--- config.mk ---
export PLATFORM = sky130hd
export DESIGN_NAME = dbscan_seq_flat
export DESIGN_NICKNAME = d
export VERILOG_FILES = /design/src/rtl/dbscan_pkg.sv /design/src/rtl/dbscan_if.sv /design/src/rtl/dbscan_idx_pipe.sv /design/src/rtl/dbscan_seq.sv /design/src/flat_wrapper.sv
export SDC_FILE = /design/constraint.sdc
export NUM_CORES = 1
export LEC_CHECK = 0
export ABC_AREA = 1
export CELL_PAD_IN_SITES_DETAIL_PLACEMENT = 1
export CELL_PAD_IN_SITES_GLOBAL_PLACEMENT = 2
export CORE_UTILIZATION = 33
export DETAILED_ROUTE_END_ITERATION = 8
export PLACE_DENSITY_LB_ADDON = 0.1
export SLEW_MARGIN = 30
export SYNTH_ARGS = -nofsm -noshare
export SYNTH_HDL_FRONTEND = slang
export SYNTH_SLANG_ARGS = --single-unit
--- constraint.sdc ---
create_clock -name clk -period 7.9 [get_ports clk]
set_clock_uncertainty 0.15 [all_clocks]
set_input_delay 1.58 -clock clk [delete_from_list [all_inputs] [get_ports clk]]
set_output_delay 1.58 -clock clk [all_outputs]
set_load 0.03 [all_outputs]
--- src/rtl/dbscan_pkg.sv ---
// rtl/dbscan_pkg.sv - shared widths, label constants and sequencer state encoding
package dbscan_pkg;
   localparam int IW      = 4;
   localparam int LABEL_W = 4;
   localparam int DIST_W  = 18;

   localparam logic [LABEL_W-1:0] NOISE = '0;

   typedef enum logic [2:0] {
      S_IDLE,
      S_CORE,
      S_CDRAIN,
      S_EXPAND,
      S_EDRAIN,
      S_READ
   } state_t;
endpackage

--- src/rtl/dbscan_if.sv ---
// rtl/dbscan_if.sv - pair/distance channel and label readout channel of the sequencer
interface dbscan_if
   import dbscan_pkg::*;
#(
   parameter int IW = 4
);
   logic               pair_valid;
   logic [IW-1:0]      pair_i;
   logic [IW-1:0]      pair_j;
   logic               dist_valid;
   logic [DIST_W-1:0]  dist2;
   logic               rd_valid;
   logic               rd_ready;
   logic [IW-1:0]      rd_idx;
   logic [LABEL_W-1:0] rd_label;
   logic               rd_core;

   modport master (
      output pair_valid, pair_i, pair_j,
      input  dist_valid, dist2,
      output rd_valid, rd_idx, rd_label, rd_core,
      input  rd_ready
   );

   modport slave (
      input  pair_valid, pair_i, pair_j,
      output dist_valid, dist2,
      input  rd_valid, rd_idx, rd_label, rd_core,
      output rd_ready
   );
endinterface

--- src/rtl/dbscan_idx_pipe.sv ---
// rtl/dbscan_idx_pipe.sv - DLAT-deep (valid,i,j) tag line matching the external distance pipe
module dbscan_idx_pipe
   import dbscan_pkg::*;
#(
   parameter int DLAT = 2,
   parameter int IW   = 4
)(
   input  logic          clk,
   input  logic          rst,
   input  logic          in_valid,
   input  logic [IW-1:0] in_i,
   input  logic [IW-1:0] in_j,
   output logic          out_valid,
   output logic [IW-1:0] out_i,
   output logic [IW-1:0] out_j
);
   logic [DLAT-1:0] v;
   logic [IW-1:0]   si [DLAT];
   logic [IW-1:0]   sj [DLAT];

   always_ff @(posedge clk or posedge rst) begin
      if (rst) begin
         v <= '0;
         for (int k = 0; k < DLAT; k++) begin
            si[k] <= '0;
            sj[k] <= '0;
         end
      end else begin
         v[0]  <= in_valid;
         si[0] <= in_i;
         sj[0] <= in_j;
         for (int k = 1; k < DLAT; k++) begin
            v[k]  <= v[k-1];
            si[k] <= si[k-1];
            sj[k] <= sj[k-1];
         end
      end
   end

   assign out_valid = v[DLAT-1];
   assign out_i     = si[DLAT-1];
   assign out_j     = sj[DLAT-1];
endmodule

--- src/rtl/dbscan_seq.sv ---
// rtl/dbscan_seq.sv - all-pairs DBSCAN labelling sequencer with label readout
// DBSCAN_EARLY_EXIT_EN: also leave the expand loop after a pass that changed nothing
module dbscan_seq
   import dbscan_pkg::*;
#(
   parameter int N        = 16,
   parameter int IW       = 4,
   parameter int DLAT     = 2,
   parameter int MAX_ITER = 6
)(
   input  logic               clk,
   input  logic               rst,
   input  logic               start,
   input  logic [DIST_W-1:0]  cfg_eps2,
   input  logic [3:0]         cfg_minpts,
   dbscan_if.master           bus,
   output logic [LABEL_W-1:0] n_clusters,
   output logic [7:0]         iter_cnt,
   output logic               busy,
   output logic               done,
   output logic               err
);
   localparam logic [IW-1:0] LAST      = IW'(N - 1);
   localparam logic [7:0]    DRAIN_END = 8'(DLAT - 1);
   localparam logic [7:0]    ITER_MAX  = 8'(MAX_ITER);

   state_t              state, state_n;
   logic [DIST_W-1:0]   eps2;
   logic [3:0]          minpts;
   logic [IW-1:0]       pi, pj, rd_idx;
   logic [7:0]          dcnt, iter_n;
   logic [3:0]          cnt, cnt_sum;
   logic [LABEL_W-1:0]  next_label, li;
   logic                changed, changed_now;
   logic [LABEL_W-1:0]  label [N];
   logic [N-1:0]        core;
   logic                tag_valid;
   logic [IW-1:0]       tag_i, tag_j;
   logic                issuing, last_pair, drain_end, nb, exp_hit, alloc, relabel;
   logic                exit_now, rd_fire, core_phase;

   dbscan_idx_pipe #(.DLAT(DLAT), .IW(IW)) u_pipe (
      .clk(clk), .rst(rst),
      .in_valid(issuing), .in_i(pi), .in_j(pj),
      .out_valid(tag_valid), .out_i(tag_i), .out_j(tag_j)
   );

   // Results are matched to the tag that emerges this cycle, never to the issued pair.
   always_comb begin
      issuing     = (state == S_CORE) || (state == S_EXPAND);
      core_phase  = (state == S_CORE) || (state == S_CDRAIN);
      last_pair   = issuing && (pi == LAST) && (pj == LAST);
      drain_end   = ((state == S_CDRAIN) || (state == S_EDRAIN)) && (dcnt == DRAIN_END);
      nb          = tag_valid && bus.dist_valid && (tag_i != tag_j) && (bus.dist2 < eps2);
      cnt_sum     = (nb && (cnt != 4'hF)) ? cnt + 4'd1 : cnt;
      exp_hit     = nb && ((state == S_EXPAND) || (state == S_EDRAIN)) && core[tag_i];
      alloc       = exp_hit && (label[tag_i] == NOISE);
      li          = alloc ? next_label : label[tag_i];
      relabel     = exp_hit && ((label[tag_j] == NOISE) || (label[tag_j] > li));
      changed_now = changed | alloc | relabel;
      iter_n      = iter_cnt + 8'd1;
`ifdef DBSCAN_EARLY_EXIT_EN
      exit_now    = !changed_now || (iter_n == ITER_MAX);
`else
      exit_now    = (iter_n == ITER_MAX);
`endif
      rd_fire     = (state == S_READ) && bus.rd_ready;
   end

   always_comb begin
      state_n = state;
      case (state)
         S_IDLE:   if (start)     state_n = S_CORE;
         S_CORE:   if (last_pair) state_n = S_CDRAIN;
         S_CDRAIN: if (drain_end) state_n = S_EXPAND;
         S_EXPAND: if (last_pair) state_n = S_EDRAIN;
         S_EDRAIN: if (drain_end) state_n = exit_now ? S_READ : S_EXPAND;
         S_READ:   if (rd_fire && (rd_idx == LAST)) state_n = S_IDLE;
         default:  state_n = S_IDLE;
      endcase
   end

   always_ff @(posedge clk or posedge rst) begin
      if (rst) state <= S_IDLE;
      else     state <= state_n;
   end

   always_ff @(posedge clk or posedge rst) begin
      if (rst) begin
         eps2       <= '0;
         minpts     <= '0;
         pi         <= '0;
         pj         <= '0;
         rd_idx     <= '0;
         dcnt       <= '0;
         cnt        <= '0;
         next_label <= LABEL_W'(1);
         changed    <= 1'b0;
         core       <= '0;
         iter_cnt   <= '0;
         done       <= 1'b0;
         err        <= 1'b0;
         for (int k = 0; k < N; k++) label[k] <= NOISE;
      end else begin
         done    <= 1'b0;
         changed <= changed_now;
         if (tag_valid != bus.dist_valid) err <= 1'b1;
         if (issuing) begin
            pj <= pj + 1'b1;
            if (pj == LAST) pi <= pi + 1'b1;
         end
         if ((state == S_CDRAIN) || (state == S_EDRAIN)) dcnt <= drain_end ? 8'd0 : dcnt + 8'd1;
         if (tag_valid && core_phase) begin
            if (tag_j == LAST) begin
               core[tag_i] <= (cnt_sum >= minpts);
               cnt         <= '0;
            end else begin
               cnt <= cnt_sum;
            end
         end
         if (alloc) begin
            label[tag_i] <= next_label;
            if (next_label != 4'hF) next_label <= next_label + 1'b1;
         end
         if (relabel) label[tag_j] <= li;
         if ((state == S_EDRAIN) && drain_end) begin
            iter_cnt <= iter_n;
            changed  <= 1'b0;
         end
         if (rd_fire) begin
            if (rd_idx == LAST) begin
               rd_idx <= '0;
               done   <= 1'b1;
            end else begin
               rd_idx <= rd_idx + 1'b1;
            end
         end
         if ((state == S_IDLE) && start) begin
            eps2       <= cfg_eps2;
            minpts     <= cfg_minpts;
            core       <= '0;
            next_label <= LABEL_W'(1);
            iter_cnt   <= '0;
            changed    <= 1'b0;
            cnt        <= '0;
            pi         <= '0;
            pj         <= '0;
            rd_idx     <= '0;
            dcnt       <= '0;
            for (int k = 0; k < N; k++) label[k] <= NOISE;
         end
      end
   end

   assign bus.pair_valid = issuing;
   assign bus.pair_i     = pi;
   assign bus.pair_j     = pj;
   assign bus.rd_valid   = (state == S_READ);
   assign bus.rd_idx     = rd_idx;
   assign bus.rd_label   = label[rd_idx];
   assign bus.rd_core    = core[rd_idx];
   assign n_clusters     = next_label - 1'b1;
   assign busy           = (state != S_IDLE);
endmodule

--- src/flat_wrapper.sv ---
// flat-port wrapper written by rule: the top's interface ports become plain ports
module dbscan_seq_flat import dbscan_pkg::*;
#(
   parameter int N        = 16,
   parameter int IW       = 4,
   parameter int DLAT     = 2,
   parameter int MAX_ITER = 6
)
  (clk, rst, start, cfg_eps2, cfg_minpts, n_clusters, iter_cnt, busy, done, err, bus_pair_valid, bus_pair_i, bus_pair_j, bus_dist_valid, bus_dist2, bus_rd_valid, bus_rd_idx, bus_rd_label, bus_rd_core, bus_rd_ready);
  dbscan_if #(.IW(IW)) bus_i ();
  input  logic clk;
  input  logic rst;
  input  logic start;
  input  logic [DIST_W-1:0] cfg_eps2;
  input  logic [3:0] cfg_minpts;
  output logic [LABEL_W-1:0] n_clusters;
  output logic [7:0] iter_cnt;
  output logic busy;
  output logic done;
  output logic err;
  output wire logic [$bits(bus_i.pair_valid)-1:0] bus_pair_valid;
  output wire logic [$bits(bus_i.pair_i)-1:0] bus_pair_i;
  output wire logic [$bits(bus_i.pair_j)-1:0] bus_pair_j;
  input wire logic [$bits(bus_i.dist_valid)-1:0] bus_dist_valid;
  input wire logic [$bits(bus_i.dist2)-1:0] bus_dist2;
  output wire logic [$bits(bus_i.rd_valid)-1:0] bus_rd_valid;
  output wire logic [$bits(bus_i.rd_idx)-1:0] bus_rd_idx;
  output wire logic [$bits(bus_i.rd_label)-1:0] bus_rd_label;
  output wire logic [$bits(bus_i.rd_core)-1:0] bus_rd_core;
  input wire logic [$bits(bus_i.rd_ready)-1:0] bus_rd_ready;
  assign bus_pair_valid = bus_i.pair_valid;
  assign bus_pair_i = bus_i.pair_i;
  assign bus_pair_j = bus_i.pair_j;
  assign bus_i.dist_valid = bus_dist_valid;
  assign bus_i.dist2 = bus_dist2;
  assign bus_rd_valid = bus_i.rd_valid;
  assign bus_rd_idx = bus_i.rd_idx;
  assign bus_rd_label = bus_i.rd_label;
  assign bus_rd_core = bus_i.rd_core;
  assign bus_i.rd_ready = bus_rd_ready;
  dbscan_seq #(.N(N), .IW(IW), .DLAT(DLAT), .MAX_ITER(MAX_ITER)) u_core (.clk(clk), .rst(rst), .start(start), .cfg_eps2(cfg_eps2), .cfg_minpts(cfg_minpts), .bus(bus_i), .n_clusters(n_clusters), .iter_cnt(iter_cnt), .busy(busy), .done(done), .err(err));
endmodule
== Word-level counts from Yosys, hierarchy flattened ==
Cells that the tools add are included.

* Output and inout port bits: 34
* Input port bits: 45
* Register bits after elaboration: 161
* Logic and storage cells: 177

* Multiplexer cells: 59
* Equality and inequality tests: 21
* Order comparisons: 11
* Bitwise logic cells: 3
* $add $sub $neg: 8
* Reductions and logical operators: 41

{| class="wikitable"
|+ Operators by type and width
! kind !! count
|-
| 64-bit 2-to-1 mux || 3
|-
| 64-bit bitwise mux || 2
|-
| 4-bit 2-to-1 mux || 24
|-
| 4-bit binary-select mux with 4-bit select || 3
|-
| 16-bit 2-to-1 mux || 3
|-
| 8-bit 2-to-1 mux || 5
|-
| 4-bit demux with 4-bit select || 2
|-
| 3-bit 2-to-1 mux || 7
|-
| 4-bit by 1-bit adder with 4-bit output, second input constant || 5
|-
| 1-bit logical AND || 19
|-
| 18-bit less-than comparator || 1
|-
| 3-bit one-hot mux with 6 select lines || 1
|-
| 2-bit nonzero test || 9
|-
| 8-bit by 1-bit adder with 8-bit output, second input constant || 2
|-
| 16-bit bitwise mux || 1
|-
| 4-bit == test, second input constant || 4
|-
| 5-bit >= comparator, second input constant || 3
|-
| 4-bit NOT with 5-bit output || 3
|-
| 4-bit by 5-bit less-than comparator with 1-bit output, second input constant || 2
|-
| 5-bit by 1-bit less-than comparator with 1-bit output, second input constant || 2
|-
| 2-bit by 1-bit != test with 1-bit output, second input constant || 5
|-
| 1-bit binary-select mux with 4-bit select || 2
|-
| 8-bit by 1-bit == test with 1-bit output, second input constant || 1
|-
| 8-bit by 3-bit == test with 1-bit output, second input constant || 1
|-
| 19 further kinds || 33
|}

== Longest topological paths before layout ==
* Depth in word-level cells: 12
* Mapped depth: 30
* Depth with buffers taken out: 25

== Cells and area by module ==
A second synthesis with hierarchy kept.

* Cell total of the unflattened synthesis: 1895
* Area total of the unflattened synthesis: 11926.4 um2

{| class="wikitable"
|+ Modules (own cells, without submodules)
! module !! times used !! seq. area each (um2) !! area each (um2) !! cells each
|-
| dbscan_seq || 1 || 3579.7 || 11412.2 || 1868
|-
| dbscan_idx_pipe || 1 || 450.4 || 514.2 || 27
|}

== Least setup slack after synthesis ==
No wires, ideal clock.

* Path type: input-to-reg
* From: input port bus_dist2[5]
* To: register u_core.label[41] (netlist name)
* Path slack: 3270 ps
* Arrival time: 4363 ps
* Buffers on the path: 2
* Setup time: 117 ps
* Stages: 21
* Data required time: 7633 ps
* Path through: ha_1 > a21o_1 > o21ai_0 > nand2_1 > nand2_1 > nand3_1 > nor2_4 > nand2_4 > o21ai_4 > buf_4 > inv_1 > ha_1 > nand2_1 > o21bai_1 > nand2_1 > o21ai_0 > nand2_2 > buf_6 > nand3_2 > nor2_1 > nor2_1

* Word-level cells in the longest chain between the ends: 11
* Elaborated cells between the ends (all ways): 13
* Those cells by class: order compare (2); mux (5); reduce/logical (6)

{| class="wikitable"
|+ RTL lines
! item !! RTL line !! source
|-
| start: declaration || flat_wrapper.sv:25 || <nowiki>input wire logic [$bits(bus_i.dist2)-1:0] bus_dist2;</nowiki>
|-
| 18-bit less-than comparator (*) || dbscan_seq.sv:54 || <nowiki>nb = tag_valid && bus.dist_valid && (tag_i != tag_j) && (bus.dist2 < eps2);</nowiki>
|-
| 1-bit logical AND (*) || dbscan_seq.sv:54 ||
|-
| 1-bit logical AND (*) (2 in a row) || dbscan_seq.sv:56 || <nowiki>exp_hit = nb && ((state == S_EXPAND) || (state == S_EDRAIN)) && core[tag_i];</nowiki>
|-
| 1-bit logical AND || dbscan_seq.sv:57 || <nowiki>alloc = exp_hit && (label[tag_i] == NOISE);</nowiki>
|-
| 4-bit 2-to-1 mux || dbscan_seq.sv:58 || <nowiki>li = alloc ? next_label : label[tag_i];</nowiki>
|-
| 4-bit greater-than comparator || dbscan_seq.sv:59 || <nowiki>relabel = exp_hit && ((label[tag_j] == NOISE) || (label[tag_j] > li));</nowiki>
|-
| 1-bit logical OR || dbscan_seq.sv:59 ||
|-
| 1-bit logical AND || dbscan_seq.sv:59 ||
|-
| 64-bit 2-to-1 mux (*) || dbscan_seq.sv:125 || <nowiki>if (relabel) label[tag_j] <= li;</nowiki>
|-
| 64-bit 2-to-1 mux (*) || dbscan_seq.sv:138 || <nowiki>if ((state == S_IDLE) && start) begin</nowiki>
|-
| end signal: indexed assignment || dbscan_seq.sv:122 || <nowiki>label[tag_i] <= next_label;</nowiki>
|-
| end signal: indexed assignment || dbscan_seq.sv:125 ||
|-
| end: declaration || dbscan_seq.sv:35 || <nowiki>logic [LABEL_W-1:0] label [N];</nowiki>
|}

Mark *: on every way between the ends. The rest lies on a longest branch, timed or not.
A chain may end at the register's enable or synchronous reset.

== Worst setup path after layout ==
* From: input port bus_dist2[15]
* To: register u_core.label[20] (netlist name)

Same word-level chain as after synthesis.

==> flow_metrics.tcl <==
set metrics [dict create \
    rows 69 \
    ios 79 \
    finish.instance_area_mm2 0.0135 \
    die_h_um 192 \
    synth_top_family_by_area "simple AND/OR/NAND/NOR gates" \
    track_usage 0.265 \
    netlist_instances 1889 \
    finalSetupViolCount 0 \
    hold_viol 0 \
    syn_nets 1970 \
    dr_total_vias 12400 \
    grt_max_degree 87 \
    synthMuxAreaShare 0 \
    wire_per_inst_um 19.5 \
    place_area_mm2 0.0129 \
    drc 0 \
    worstHoldStart "u_core.u_pipe.si[4]" \
    drive_above_1_share 0.0467 \
    reg2reg_depth 23 \
    setup_tns_ns 0 \
    final_max_slew_viol_count 0 \
    gp_congestion 0.839 \
    max_freq_ghz 0.163 \
    power_mw 4.86 \
    max_slew_margin 0.334 \
    numPortBuffers 78 \
    synth_seq_area_share 0.340 \
    cellPowerDensity_mw_per_mm2 360 \
    syn2layout_area_growth_pct 13.9 \
    rsz0062_at_grt "no" \
    clock_path_buffers 2 \
    ant_nets 0 \
    numClockSinks 161 \
    whs_endpoint "u_core.u_pipe.out_i[0]" \
    ys_ff_latch 161 \
    outcome "finished, final reports clean" \
    start_kind "input port" \
    grt_pass1_wl_um 73600 \
    cts-root-buf "clkbuf_16" \
    die-width_um 192 \
    synth_fa_ha_area_frac 0.0380 \
    min_path_cells 0 \
    die-area_mm2 0.0367 \
    synth_cell_types 43 \
    period_share 0.778 \
    fin_nets 1997 \
    cp_max_fo 68 \
    timing.rr.start "u_core.u_pipe.out_i[0]" \
    ir_worst_vdd_v 0.000242 \
    timing_worst_setup_path_type "in2reg" \
    drt-initial-drc-count 833 \
    htreeDepth 4 \
    dr.pass1.iters 5 \
    tightest_slew_ns 0.998 \
    coreArea_mm2 0.0355 \
    clk_pin_slew_worst_paths_ns 0.07 \
    globalRouteOverflowTotal 0 \
    p_leak_nw 7.27 \
    cp.arrival_ns 6.37 \
    dp_hpwl_um 31100 \
    start_util 0.334 \
    yosys.area_share.simple 0.386 \
    r2r_slack_ns 1.81 \
    synth.avg_cell_area_um2 6.28 \
    cap_violations 0 \
    synth_warnings 0 \
    synth-compound-area-share 0.129 \
    min_path_type "reg2reg" \
    drt-total-wl_um 46600 \
    r2r_end "u_core.label[20]" \
    worst_ep_required_time_ns 8.13 \
    post_cts_resize_count 0 \
    syn-cell-area_mm2 0.0119 \
    async_flop_share 1.00 \
    insertion_delay_ns 0.46 \
    finalCriticalPeriod_ns 6.14 \
    diodes 0 \
    cts_made_buffers 17 \
    postCtsSetupRepairBufs 0 \
    cts-hold-fix-buffers 0 \
    synth_edf_count 0 \
    synth_xor_area_frac 0.0118 \
    synth_top_flop_cell "dfrtp_1" \
    end_kind "flop" \
    antenna_found_initial 0 \
    avgViaCountPerCell 5.18 \
    cts_tree "built" \
    grt_pass1_vias 12700 \
]
## placed cells by master (no fill, tap or decap), types with 3 or more instances in the layout
cell type	n
o21ai_4	3
clkbuf_16	17
o21ai_0	179
clkdlybuf4s50_1	78
nor4_1	3
ha_1	36
o311a_1	11
nand4_1	7
dfrtp_1	158
nand3_1	133
inv_1	171
nor3_1	10
xor2_1	14
buf_4	14
inv_2	6
o22ai_1	6
nand3_2	11
inv_6	8
a21oi_1	68
nor2_1	268
nand2_2	11
nand2_1	677
## worst max path at each step
stage                  startpoint                   end  slack [ns]  cells past startpoint
global placement     bus_dist2[5]      u_core.label[23]        1.42                     21
global route        bus_dist2[15]      u_core.label[23]        1.33                     22
floorplan                     rst  u_core.bus.pair_i[0]        1.82                      1
detailed placement  bus_dist2[15]      u_core.label[20]        1.22                     22
finish              bus_dist2[15]      u_core.label[20]        1.76                     22
CTS                 bus_dist2[15]      u_core.label[20]        1.70                     22
## cell usage after synthesis, types with 3 or more instances
master | n | area [µm²]
nand3_2 | 11 | 110
buf_6 | 11 | 124
inv_1 | 173 | 649
clkbuf_1 | 39 | 146
xor2_1 | 14 | 123
nor2_1 | 268 | 1010
nand4_1 | 7 | 43.8
dfrtp_1 | 160 | 4000
nand2_1 | 679 | 2550
nor3_1 | 10 | 50.1
o311a_1 | 11 | 110
nor4_1 | 3 | 18.8
inv_2 | 6 | 22.5
buf_2 | 21 | 105
o21ai_0 | 179 | 896
o21ai_4 | 3 | 48.8
a21oi_1 | 68 | 340
ha_1 | 36 | 450
o22ai_1 | 6 | 37.5
nand2_2 | 10 | 62.6
buf_4 | 7 | 52.6
nand3_1 | 133 | 666
buf_1 | 7 | 26.3
## cell families (layout without fill, tap and decap cells)
family	count (synthesis)	count (layout)
AO/OA/AOI/OAI	280	280
adder cells (fa/ha/maj)	36	36
flip-flops	161	161
XOR/XNOR	16	16
buffers and inverters	266	306
AND/OR/NAND/NOR	1130	1130
## per-layer routing
layer,share of wire,vias to the layer above,GRT usage
li1,-,6025,-
met1,0.47,6048,0.350
met2,0.47,226,0.443
met3,0.032,72,0.0322
met4,0.029,0,0.0955
met5,0,-,0
## power breakdown
part           switching [mW]  leakage [nW]  internal [mW]  total [mW]
registers               0.167          2.17          0.988        1.16
clock network           0.419         0.292          0.478       0.898
logic                    2.06          4.81          0.744        2.81
## critical path, stage by stage
cell and delay [ns]:
clkdlybuf4s50_1 0.41, ha_1 0.31, a21oi_1 0.17, nor2_1 0.06, nor2_1 0.10, nand2_1 0.07
nor2_1 0.15, nand3_1 0.17, nor2_4 0.41, nand2_4 0.60, o21ai_4 0.35, inv_1 0.06
ha_1 0.29, nand2_1 0.07, o21bai_1 0.15, nand2_1 0.05, o21ai_0 0.10, nand2_2 0.50
nand3_1 0.42, nand2_1 0.17, nand2_1 0.06, nor2_1 0.12
## sequential cells by signal, summed over array words and instances, names as in the netlist, 8 cells and up
| signal | count |
|---|---|
| u_core.core | 16 |
| u_core.eps2 | 18 |
| u_core.dcnt | 8 |
| u_core.label | 64 |
| u_core.iter_cnt | 8 |
## stage by stage
| step | worst slack, ns | utilization | cells | hold slack, ns |
|---|---|---|---|---|
| 2_1_floorplan | 1.82 | - | 1889 | 0.181 |
| 3_3_place_gp | 1.42 | 0.364 | 2358 | 0.182 |
| 3_5_place_dp | 1.22 | 0.364 | 2358 | 0.186 |
| 4_1_cts | 1.70 | 0.381 | 2390 | 0.202 |
| 5_1_grt | 1.33 | 0.381 | 2390 | 0.210 |
| 6_report | 1.76 | 0.381 | 2390 | 0.198 |
## area by class of cell
| type | instances | area [µm²] |
|---|---|---|
| clock buffers | 18 | 429 |
| clock inverters | 14 | 170 |
| fillers | 4655 | 22000 |
| inverters | 181 | 686 |
| multi-input cells | 1462 | 6710 |
| flip-flops and latches | 161 | 4030 |
| well taps | 461 | 577 |
| repair buffers | 93 | 906 |
Note: power is estimated with default switching activity, not from simulation.
